`src/rtl/vga_sync_decoder.sv`:
```
// ---------------------------------------------------------------------------
// vga_sync_decoder
//
// Recovers VGA timing from incoming hsync/vsync. It measures the line length
// and frame length, locks after LOCK_FRAMES consecutive good frames, and then
// regenerates the active-video flag and pixel coordinates.
//
// Optional feature: define SYNC_WIDTH_CHECK_EN to also check the sync pulse
// widths (hsync high for H_SYNC clocks, vsync high for V_SYNC lines). A wrong
// width counts as a line error. Without the macro the width logic is absent.
//
// Ports:
//   clk          pixel clock (single clock domain)
//   clr_n        asynchronous active-low reset
//   hsync_in     active-high horizontal sync, synchronous to clk
//   vsync_in     active-high vertical sync, synchronous to clk
//   PixelX/Y     recovered active-pixel coordinates (0 outside the window)
//   vidon        recovered active-video flag
//   locked       timing lock indication
//   sync_err     one-cycle pulse when the timing breaks while locked
//   h_period     last measured line length in clocks
//   v_total      last measured frame length in lines
//   frame_start  one-cycle pulse on each vsync rising edge
// ---------------------------------------------------------------------------
module vga_sync_decoder #(
    parameter int unsigned H_TOTAL     = 800,
    parameter int unsigned H_SYNC      = 96,
    parameter int unsigned V_TOTAL     = 525,
    parameter int unsigned V_SYNC      = 2,
    parameter int unsigned H_BP        = 144,
    parameter int unsigned H_FP        = 784,
    parameter int unsigned V_BP        = 35,
    parameter int unsigned V_FP        = 515,
    parameter int unsigned LOCK_FRAMES = 2
) (
    input  logic        clk,
    input  logic        clr_n,
    input  logic        hsync_in,
    input  logic        vsync_in,
    output logic [10:0] PixelX,
    output logic [10:0] PixelY,
    output logic        vidon,
    output logic        locked,
    output logic        sync_err,
    output logic [10:0] h_period,
    output logic [10:0] v_total,
    output logic        frame_start
);

    typedef enum logic [1:0] {
        SEARCH,
        VERIFY,
        LOCKED
    } state_t;

    localparam logic [10:0] CNT_MAX = '1;

    // Elaboration-time sanity checks on the timing parameters.
    if (H_SYNC == 0 || H_SYNC >= H_TOTAL || V_SYNC == 0 || V_SYNC >= V_TOTAL) begin : g_bad_sync
        $error("vga_sync_decoder: sync width must be nonzero and shorter than the period");
    end
    if (H_BP >= H_FP || V_BP >= V_FP || LOCK_FRAMES == 0 || LOCK_FRAMES > 255) begin : g_bad_window
        $error("vga_sync_decoder: bad active window or LOCK_FRAMES");
    end

    logic        hs_d;
    logic        vs_d;
    logic        hs_rise;
    logic        vs_rise;
    logic [10:0] h_count;
    logic [10:0] v_count;
    logic [11:0] h_meas;
    logic [11:0] v_meas;
    logic        width_err;
    logic        line_err;
    logic        frame_err;
    logic        vid_win;
    state_t      state;
    logic [7:0]  good_cnt;

    always_comb begin
        hs_rise = hsync_in & ~hs_d;
        vs_rise = vsync_in & ~vs_d;
        // Measurements are one bit wider so a saturated counter can never
        // alias to a legal period.
        h_meas  = {1'b0, h_count} + 12'd1;
        v_meas  = {1'b0, v_count} + {11'd0, hs_rise};
        line_err  = (hs_rise && (h_meas != 12'(H_TOTAL))) || (h_count == CNT_MAX) || width_err;
        frame_err = (vs_rise && (v_meas != 12'(V_TOTAL))) || (v_count == CNT_MAX);
        vid_win   = (state == LOCKED) &&
                    (h_count > 11'(H_BP)) && (h_count < 11'(H_FP)) &&
                    (v_count > 11'(V_BP)) && (v_count < 11'(V_FP));
    end

`ifdef SYNC_WIDTH_CHECK_EN
    logic        hs_fall;
    logic        vs_fall;
    logic [10:0] hw_cnt;   // hsync high samples since the last rise
    logic [10:0] vw_cnt;   // hsync rises seen while vsync is high

    always_ff @(posedge clk or negedge clr_n) begin
        if (!clr_n) begin
            hw_cnt <= '0;
            vw_cnt <= '0;
        end else begin
            if (hs_rise)
                hw_cnt <= 11'd1;
            else if (hsync_in && (hw_cnt != CNT_MAX))
                hw_cnt <= hw_cnt + 11'd1;

            if (vs_rise)
                vw_cnt <= {10'd0, hs_rise};
            else if (vsync_in && hs_rise && (vw_cnt != CNT_MAX))
                vw_cnt <= vw_cnt + 11'd1;
        end
    end

    always_comb begin
        hs_fall   = ~hsync_in & hs_d;
        vs_fall   = ~vsync_in & vs_d;
        width_err = (hs_fall && (hw_cnt != 11'(H_SYNC))) ||
                    (vs_fall && (vw_cnt != 11'(V_SYNC)));
    end
`else
    assign width_err = 1'b0;
`endif

    always_ff @(posedge clk or negedge clr_n) begin
        if (!clr_n) begin
            hs_d        <= 1'b0;
            vs_d        <= 1'b0;
            h_count     <= '0;
            v_count     <= '0;
            h_period    <= '0;
            v_total     <= '0;
            PixelX      <= '0;
            PixelY      <= '0;
            vidon       <= 1'b0;
            locked      <= 1'b0;
            sync_err    <= 1'b0;
            frame_start <= 1'b0;
            good_cnt    <= '0;
            state       <= SEARCH;
        end else begin
            hs_d <= hsync_in;
            vs_d <= vsync_in;

            if (hs_rise)
                h_count <= '0;
            else if (h_count != CNT_MAX)
                h_count <= h_count + 11'd1;

            if (hs_rise)
                h_period <= h_meas[10:0];

            // A vsync rise wins over a coincident hsync rise: the line it
            // starts is line 0, but it is still counted into v_total.
            if (vs_rise) begin
                v_count <= '0;
                v_total <= v_meas[10:0];
            end else if (hs_rise && (v_count != CNT_MAX)) begin
                v_count <= v_count + 11'd1;
            end

            frame_start <= vs_rise;
            vidon       <= vid_win;
            PixelX      <= vid_win ? (h_count - 11'(H_BP)) : '0;
            PixelY      <= vid_win ? (v_count - 11'(V_BP)) : '0;
            sync_err    <= 1'b0;

            case (state)
                SEARCH: begin
                    if (vs_rise) begin
                        state    <= VERIFY;
                        good_cnt <= '0;
                    end
                end
                VERIFY: begin
                    if (line_err || frame_err) begin
                        state <= SEARCH;
                    end else if (vs_rise) begin
                        good_cnt <= good_cnt + 8'd1;
                        if (good_cnt + 8'd1 == 8'(LOCK_FRAMES)) begin
                            state  <= LOCKED;
                            locked <= 1'b1;
                        end
                    end
                end
                LOCKED: begin
                    if (line_err || frame_err) begin
                        state    <= SEARCH;
                        locked   <= 1'b0;
                        sync_err <= 1'b1;
                    end
                end
                default: begin
                    state  <= SEARCH;
                    locked <= 1'b0;
                end
            endcase
        end
    end

endmodule

```
`config.mk`:
```
export PLATFORM = sky130hd
export DESIGN_NAME = vga_sync_decoder
export DESIGN_NICKNAME = d
export VERILOG_FILES = /design/src/rtl/vga_sync_decoder.sv
export SDC_FILE = /design/constraint.sdc
export NUM_CORES = 1
export LEC_CHECK = 0
export CAP_MARGIN = 0
export CORE_MARGIN = 10
export CORE_UTILIZATION = 50
export DETAILED_ROUTE_END_ITERATION = 6
export PLACE_DENSITY_LB_ADDON = 0.1
export SYNTH_ARGS = -nofsm -noshare
export SYNTH_HDL_FRONTEND = slang
export SYNTH_SLANG_ARGS = --single-unit
```
`constraint.sdc`:
```
create_clock -name clk -period 3.2 [get_ports clk]
set_input_delay 0.64 -clock clk [delete_from_list [all_inputs] [get_ports clk]]
set_output_delay 0.64 -clock clk [all_outputs]
set_load 0.005 [all_outputs]
```
== Word-level counts from Yosys, hierarchy flattened ==
Index checks and enable logic that the tools add are counted.

* Magnitude comparators: 4
* Add/sub/neg operators: 7
* Reduce and logical (&&, ||, !) cells: 17
* Mux-type cells: 23
* Bitwise gates (word level): 5
* Equal/unequal tests: 16

{| class="wikitable"
|+ Operators by type and width
! operator !! count
|-
| 11-bit two-way mux || 6
|-
| 8-bit two-way mux || 3
|-
| 12-bit by 10-bit inequality test with 1-bit output (second input constant) || 2
|-
| 11-bit by 1-bit adder with 11-bit output (second input constant) || 2
|-
| 11-bit equality test (second input constant) || 2
|-
| 11-bit by 10-bit < comparator with 1-bit output (second input constant) || 2
|-
| 11-bit inequality test (second input constant) || 2
|-
| 8-bit one-hot mux with 2 select lines || 1
|-
| 11-bit by 1-bit adder with 12-bit output || 1
|-
| 11-bit by 1-bit adder with 12-bit output (second input constant) || 1
|-
| 11-bit by 6-bit > comparator with 1-bit output (second input constant) || 1
|-
| 11-bit by 8-bit > comparator with 1-bit output (second input constant) || 1
|-
| 11-bit by 6-bit subtractor with 11-bit output (second input constant) || 1
|-
| 11-bit by 8-bit subtractor with 11-bit output (second input constant) || 1
|-
| 2-bit two-way mux || 5
|-
| 8-bit by 1-bit adder with 8-bit output (second input constant) || 1
|-
| 8-bit by 2-bit equality test with 1-bit output (second input constant) || 1
|-
| 2-bit inequality test (second input constant) || 4
|-
| 4-bit AND reduction || 2
|-
| 1-bit logical AND || 7
|-
| 1-bit two-way mux || 6
|-
| 3-bit inequality test (second input constant) || 2
|-
| 2-bit one-hot mux with 3 select lines || 1
|-
| 2-bit nonzero test || 3
|-
| 9 further kinds || 14
|}

* Logic and storage cells: 86
* Register bits: 82
* Bits of input ports: 4
* Output and inout port bits: 48

== Depth between registers and ports, before layout ==
* Depth in word-level cells: 9
* Depth in mapped cells: 12
* Mapped depth without buffers: 11

== Worst setup path after synthesis ==
OpenSTA, ideal clock, no wires.

* Kind: input-to-reg
* From: input port hsync_in
* To: register good_cnt[1]
* Data arrival time: 3,295 ps
* Required time: 3,079 ps
* Library setup time: 121 ps
* Slack: -216 ps
* Stages: 12
* Path buffers: 1
* Path through: nand2b_1 -> inv_1 -> buf_1 -> ha_1 -> ha_1 -> nand3_1 -> mux2i_1 -> a2111oi_0 -> nand4b_1 -> a211o_4 -> a22o_1 -> a22o_1

* Cells in the longest elaborated chain, start to end: 8
* Elaborated cells between the ends (all ways): 10
* Classes of those cells: 1 x add/sub; 2 x eq/ne; 1 x bitwise; 6 x reduce/logical

{| class="wikitable"
|+ RTL lines
! element !! RTL line !! source
|-
| start: declaration || 38 || <nowiki>input logic hsync_in,</nowiki>
|-
| 1-bit bitwise AND * || 82 || <nowiki>hs_rise = hsync_in & ~hs_d;</nowiki>
|-
| via hs_rise || 68 || <nowiki>logic hs_rise;</nowiki>
|-
| 11-bit by 1-bit adder with 12-bit output || 87 || <nowiki>v_meas = {1'b0, v_count} + {11'd0, hs_rise};</nowiki>
|-
| 12-bit by 10-bit inequality test with 1-bit output || 89 || <nowiki>frame_err = (vs_rise && (v_meas != 12'(V_TOTAL))) || (v_count == CNT_MAX);</nowiki>
|-
| 1-bit logical AND || 89 ||
|-
| 1-bit logical OR || 89 ||
|-
| 1-bit logical OR * || 179 || <nowiki>if (line_err || frame_err) begin</nowiki>
|-
| 2-bit inequality test (no source line) * || - ||
|-
| 4-bit AND reduction (no source line) * || - ||
|-
| end signal: assignment || 182 || <nowiki>good_cnt <= good_cnt + 8'd1;</nowiki>
|-
| end: declaration || 79 || <nowiki>logic [7:0] good_cnt;</nowiki>
|}

The timed path passes the listed nets; every way through them passes the cells marked *.
A chain may end at the register's enable or synchronous reset.

== Worst setup path after layout ==
* From: input port hsync_in
* To: register good_cnt[3]

* Cells in the longest elaborated chain, start to end: 8
* Elaborated cells between the ends (all ways): 10
* Classes of those cells: 1 x add/sub; 2 x eq/ne; 1 x bitwise; 6 x reduce/logical

{| class="wikitable"
|+ RTL lines
! element !! RTL line
|-
| 1-bit bitwise AND * || 82
|-
| 11-bit by 1-bit adder with 12-bit output || 87
|-
| 12-bit by 10-bit inequality test with 1-bit output || 89
|-
| 1-bit logical AND || 89
|-
| 1-bit logical OR || 89
|-
| 1-bit logical OR * || 179
|-
| 2-bit inequality test (no source line) * || -
|-
| 4-bit AND reduction (no source line) * || -
|}

Mark *: on every way between the ends. The rest lies on a longest branch, timed or not.

==> results.md <==
- Status: complete, no violations
- Area contributors post-synth: dfrtp_1 (48%), xnor2_1 (6.2%), nor2_1 (5.2%), nand2_1 (4.8%), o21ai_0 (3.8%)
- Layout Skew: ~13 ps
- Synthesized area: ~4200 µm²
- Multi-input gate area: about 2000 µm²
- Yosys reg bits: between 80 and 90
- Port buffer count: 51
- Slew margin rel.: between 60% and 70%
- Post-synth EDFFs: 0
- Hold_buf cts: 0
- Worst EP arrival: about 3300 ps
- Register area: around 2000 µm²
- Sequential element share of the synthesized area: about half
- Synth cell count leaders: dfrtp_1 (82), nor2_1 (59), nand2_1 (54), o21ai_0 (32), xnor2_1 (30)
- Clock root buffer: clkbuf_8
- Cell with the most instances after synthesis: dfrtp_1
- Die Wd: ~110 µm
- Min cycle time layout: between 3000 and 4000 ps
- Post-route DRC violation count: 0
- Min Hold Slack: between 200 and 300 ps
- Initial DRC count: roughly 160
- Final max-slew violation count: 0
- Worst Path Max Fanout: 5
- # diodes: 0
- Max cap viols: 0
- Leakage: between 2 and 2.5 nW
- Pin count of the biggest net entering global routing: 44
- H-tree levels: 3
- Area after DPL: approximately 5000 µm²
- Period utilization: between 90% and 100%
- Synth cell types: 63
- Area share of the largest cell type after synthesis: between 40% and 50%
- Worst EP required: 3440 ps
- GRT Total Usage: 16.3%
- Area Growth Syn to Fin: 23.6%
- WL per Instance: 16.0 µm
- Hold Violations, Final: 0
- Routed WL: ~10000 µm
- First-pass GRT wire length: 17200 µm
- CTS tree: done
- Via-to-Cell Ratio: about 5.5
- Synthesized net count: ~470
- Boundary Pins: 52
- Share of layout cells above drive strength 1: 11.7%
- Row count: 33
- Hold WC Path Type: in -> async
- Fraction of registers with async set/reset: 100%
- Crit. End Element: flop
- Nets@finish: ~530
- Final setup viols: 0
- VDD IR-drop max: between 0.0003 and 0.0004 V
- Placer Congestion: 0.875
- Cell taking the most area after synthesis: dfrtp_1
- Die height: approximately 110 µm
- Pre-antenna DRT Iters: 5
- Initial antenna violation count: 0
- Dominant synthesized flop cell: dfrtp_1
- Setup TNS: 0 ps
- Cells after synthesis: between 400 and 500
- Worst skew pair latency: 350 ps
- HPWL after DPL: a little over 7000 µm
- CORE AREA: just over 8000 µm²
- Filler Cell Count: a little under 700
- Max clock buf depth: 2
- Crit path launch type: primary input
- Die ar.: approximately 13000 µm²
- Avg Cell Area, Syn: between 9 and 10 µm²
- Final Instance Area: approximately 5200 µm²
- Clk pin slew, worst setup/hold paths: roughly 90 ps
- Initial core utilization: 51.5%
- Vias in the first global route: around 3500
- Cell area power density: 483 nW/µm²
- GR Overflow Total: 0
- Total power: between 0.002 and 0.003 W
- Synth warn: 0
- CTS Sinks: 82
- Max frequency: roughly 0.33 GHz
- Slew @ Worst Pin: 564 ps
- Setup CP Type: in -> reg
- Post-route ant nets: 0
- Vias: roughly 3400
- Cts bufs inserted: 9
- Util after Layout: 63.7%
## kinds of logic (layout without fill, tap and decap cells)
| family | after synthesis | count (layout) | share of synthesized area [%] |
|---|---|---|---|
| multiplexers | 5 | 5 | 1.18 |
| adder cells (fa/ha/maj) | 10 | 10 | 2.96 |
| AO/OA/AOI/OAI | 88 | 88 | 14.0 |
| flip-flops | 82 | 82 | 48.5 |
| XOR/XNOR | 37 | 37 | 7.66 |
| AND/OR/NAND/NOR | 183 | 183 | 20.9 |
| other | 1 | 1 | 0.0886 |
| buffers and inverters | 49 | 116 | 4.70 |
## power by group
part           internal, W  switching [W]  leakage (nW)  total (W)
Combinational     0.000216       0.000213          1.13   0.000429
Clock             0.000510       0.000369         0.107   0.000879
Sequential         0.00112       0.000102          1.11    0.00122
Total              0.00184       0.000684          2.35    0.00253
## worst max-delay path, stage by stage
cell and delay (ps):
clkdlybuf4s50_1 480, nand2b_1 70, inv_1 80, ha_2 200, ha_1 160, nand3_1 150
mux2i_1 170, a2111oi_2 230, nand4b_1 230, buf_4 200, a211oi_2 210, buf_4 170
a21oi_2 50, a211o_1 250
## final timing paths
check | start | endpoint | slack (ps) | cells after the start
worst min register to register | h_period[10]$_DFFE_PN0N_ | h_period[10]$_DFFE_PN0N_ | 480 | 2
worst min-delay path | clr_n | v_total[10]$_DFFE_PN0P_ | 250 | 1
worst max-delay path | hsync_in | good_cnt[3]$_DFFE_PN0P_ | 150 | 14
worst max register to register | h_count[0]$_DFFE_PN0P_ | good_cnt[1]$_DFFE_PN0P_ | 290 | 8
min in group clk | h_period[10]$_DFFE_PN0N_ | h_period[10]$_DFFE_PN0N_ | 480 | 2
max in group asynchronous | clr_n | h_count[6]$_DFFE_PN0P_ | 2320 | 2
## cell usage in the layout, fill, tap and decap left out, drive strengths merged, types with 2 or more instances in the layout
cell | synthesis | layout
nand4b | 4 | 4
nand4 | 6 | 6
and3 | 10 | 10
clkdlybuf4s50 | 0 | 50
o311ai | 2 | 2
ha | 10 | 10
xor2 | 7 | 7
nor3 | 12 | 12
xnor2 | 30 | 30
mux2i | 5 | 5
o211ai | 2 | 2
bufinv | 0 | 3
a21oi | 20 | 20
o31ai | 5 | 5
nand2 | 54 | 54
nor2 | 59 | 59
a211o | 3 | 3
o21ai | 32 | 32
nand2b | 6 | 6
o221ai | 2 | 2
a31oi | 6 | 6
or2 | 2 | 2
clkinvlp | 0 | 2
dfrtp | 82 | 82
buf | 8 | 31
a22o | 2 | 2
nand3 | 12 | 12
clkbuf | 20 | 9
and2 | 2 | 2
or3 | 5 | 5
nor4 | 3 | 3
inv | 21 | 21
a2111oi | 2 | 2
nand3b | 2 | 2
## what timing repair did
item,4_1_cts,5_1_grt
pin swaps,1,2
setup endpoints to repair,1,11
setup buffers,1,0
gates resized for setup,0,4
## through the flow
step	setup WS [ps]	cells
6_report	149	627
5_1_grt	-29.5	627
4_1_cts	1.50	627
3_5_place_dp	-386	612
3_3_place_gp	-221	612
2_1_floorplan	1.95	455
## registers in the layout (all words and copies together), names as in the netlist
signal / flops
PixelX: 11
PixelY: 11
h_count: 11
h_period: 11
v_count: 11
v_total: 11
good_cnt: 8
state: 2
frame_start: 1
hs_d: 1
locked: 1
sync_err: 1
vidon: 1
vs_d: 1
## layout make-up
class / instances / share of cell area (%)
inverter: 21 / 1.51
timing repair buffer: 81 / 14.3
clock buffer: 9 / 2.37
clock inverter: 5 / 2.01
sequential: 82 / 39.2
multi-input combinational: 324 / 38.1
tap: 105 / 2.51
## per-layer routing
layer  wire length (µm)  up-vias  share of wire (%)  GRT usage, %
met2               4440      109                 44          24.2
met3                725       14                7.2          5.05
met5                  0        -                  0             0
met1               4710     1640                 47          21.5
li1                   -     1685                  -             -
met4                163        0                1.6          6.51
(Power assumes the default switching activity.)
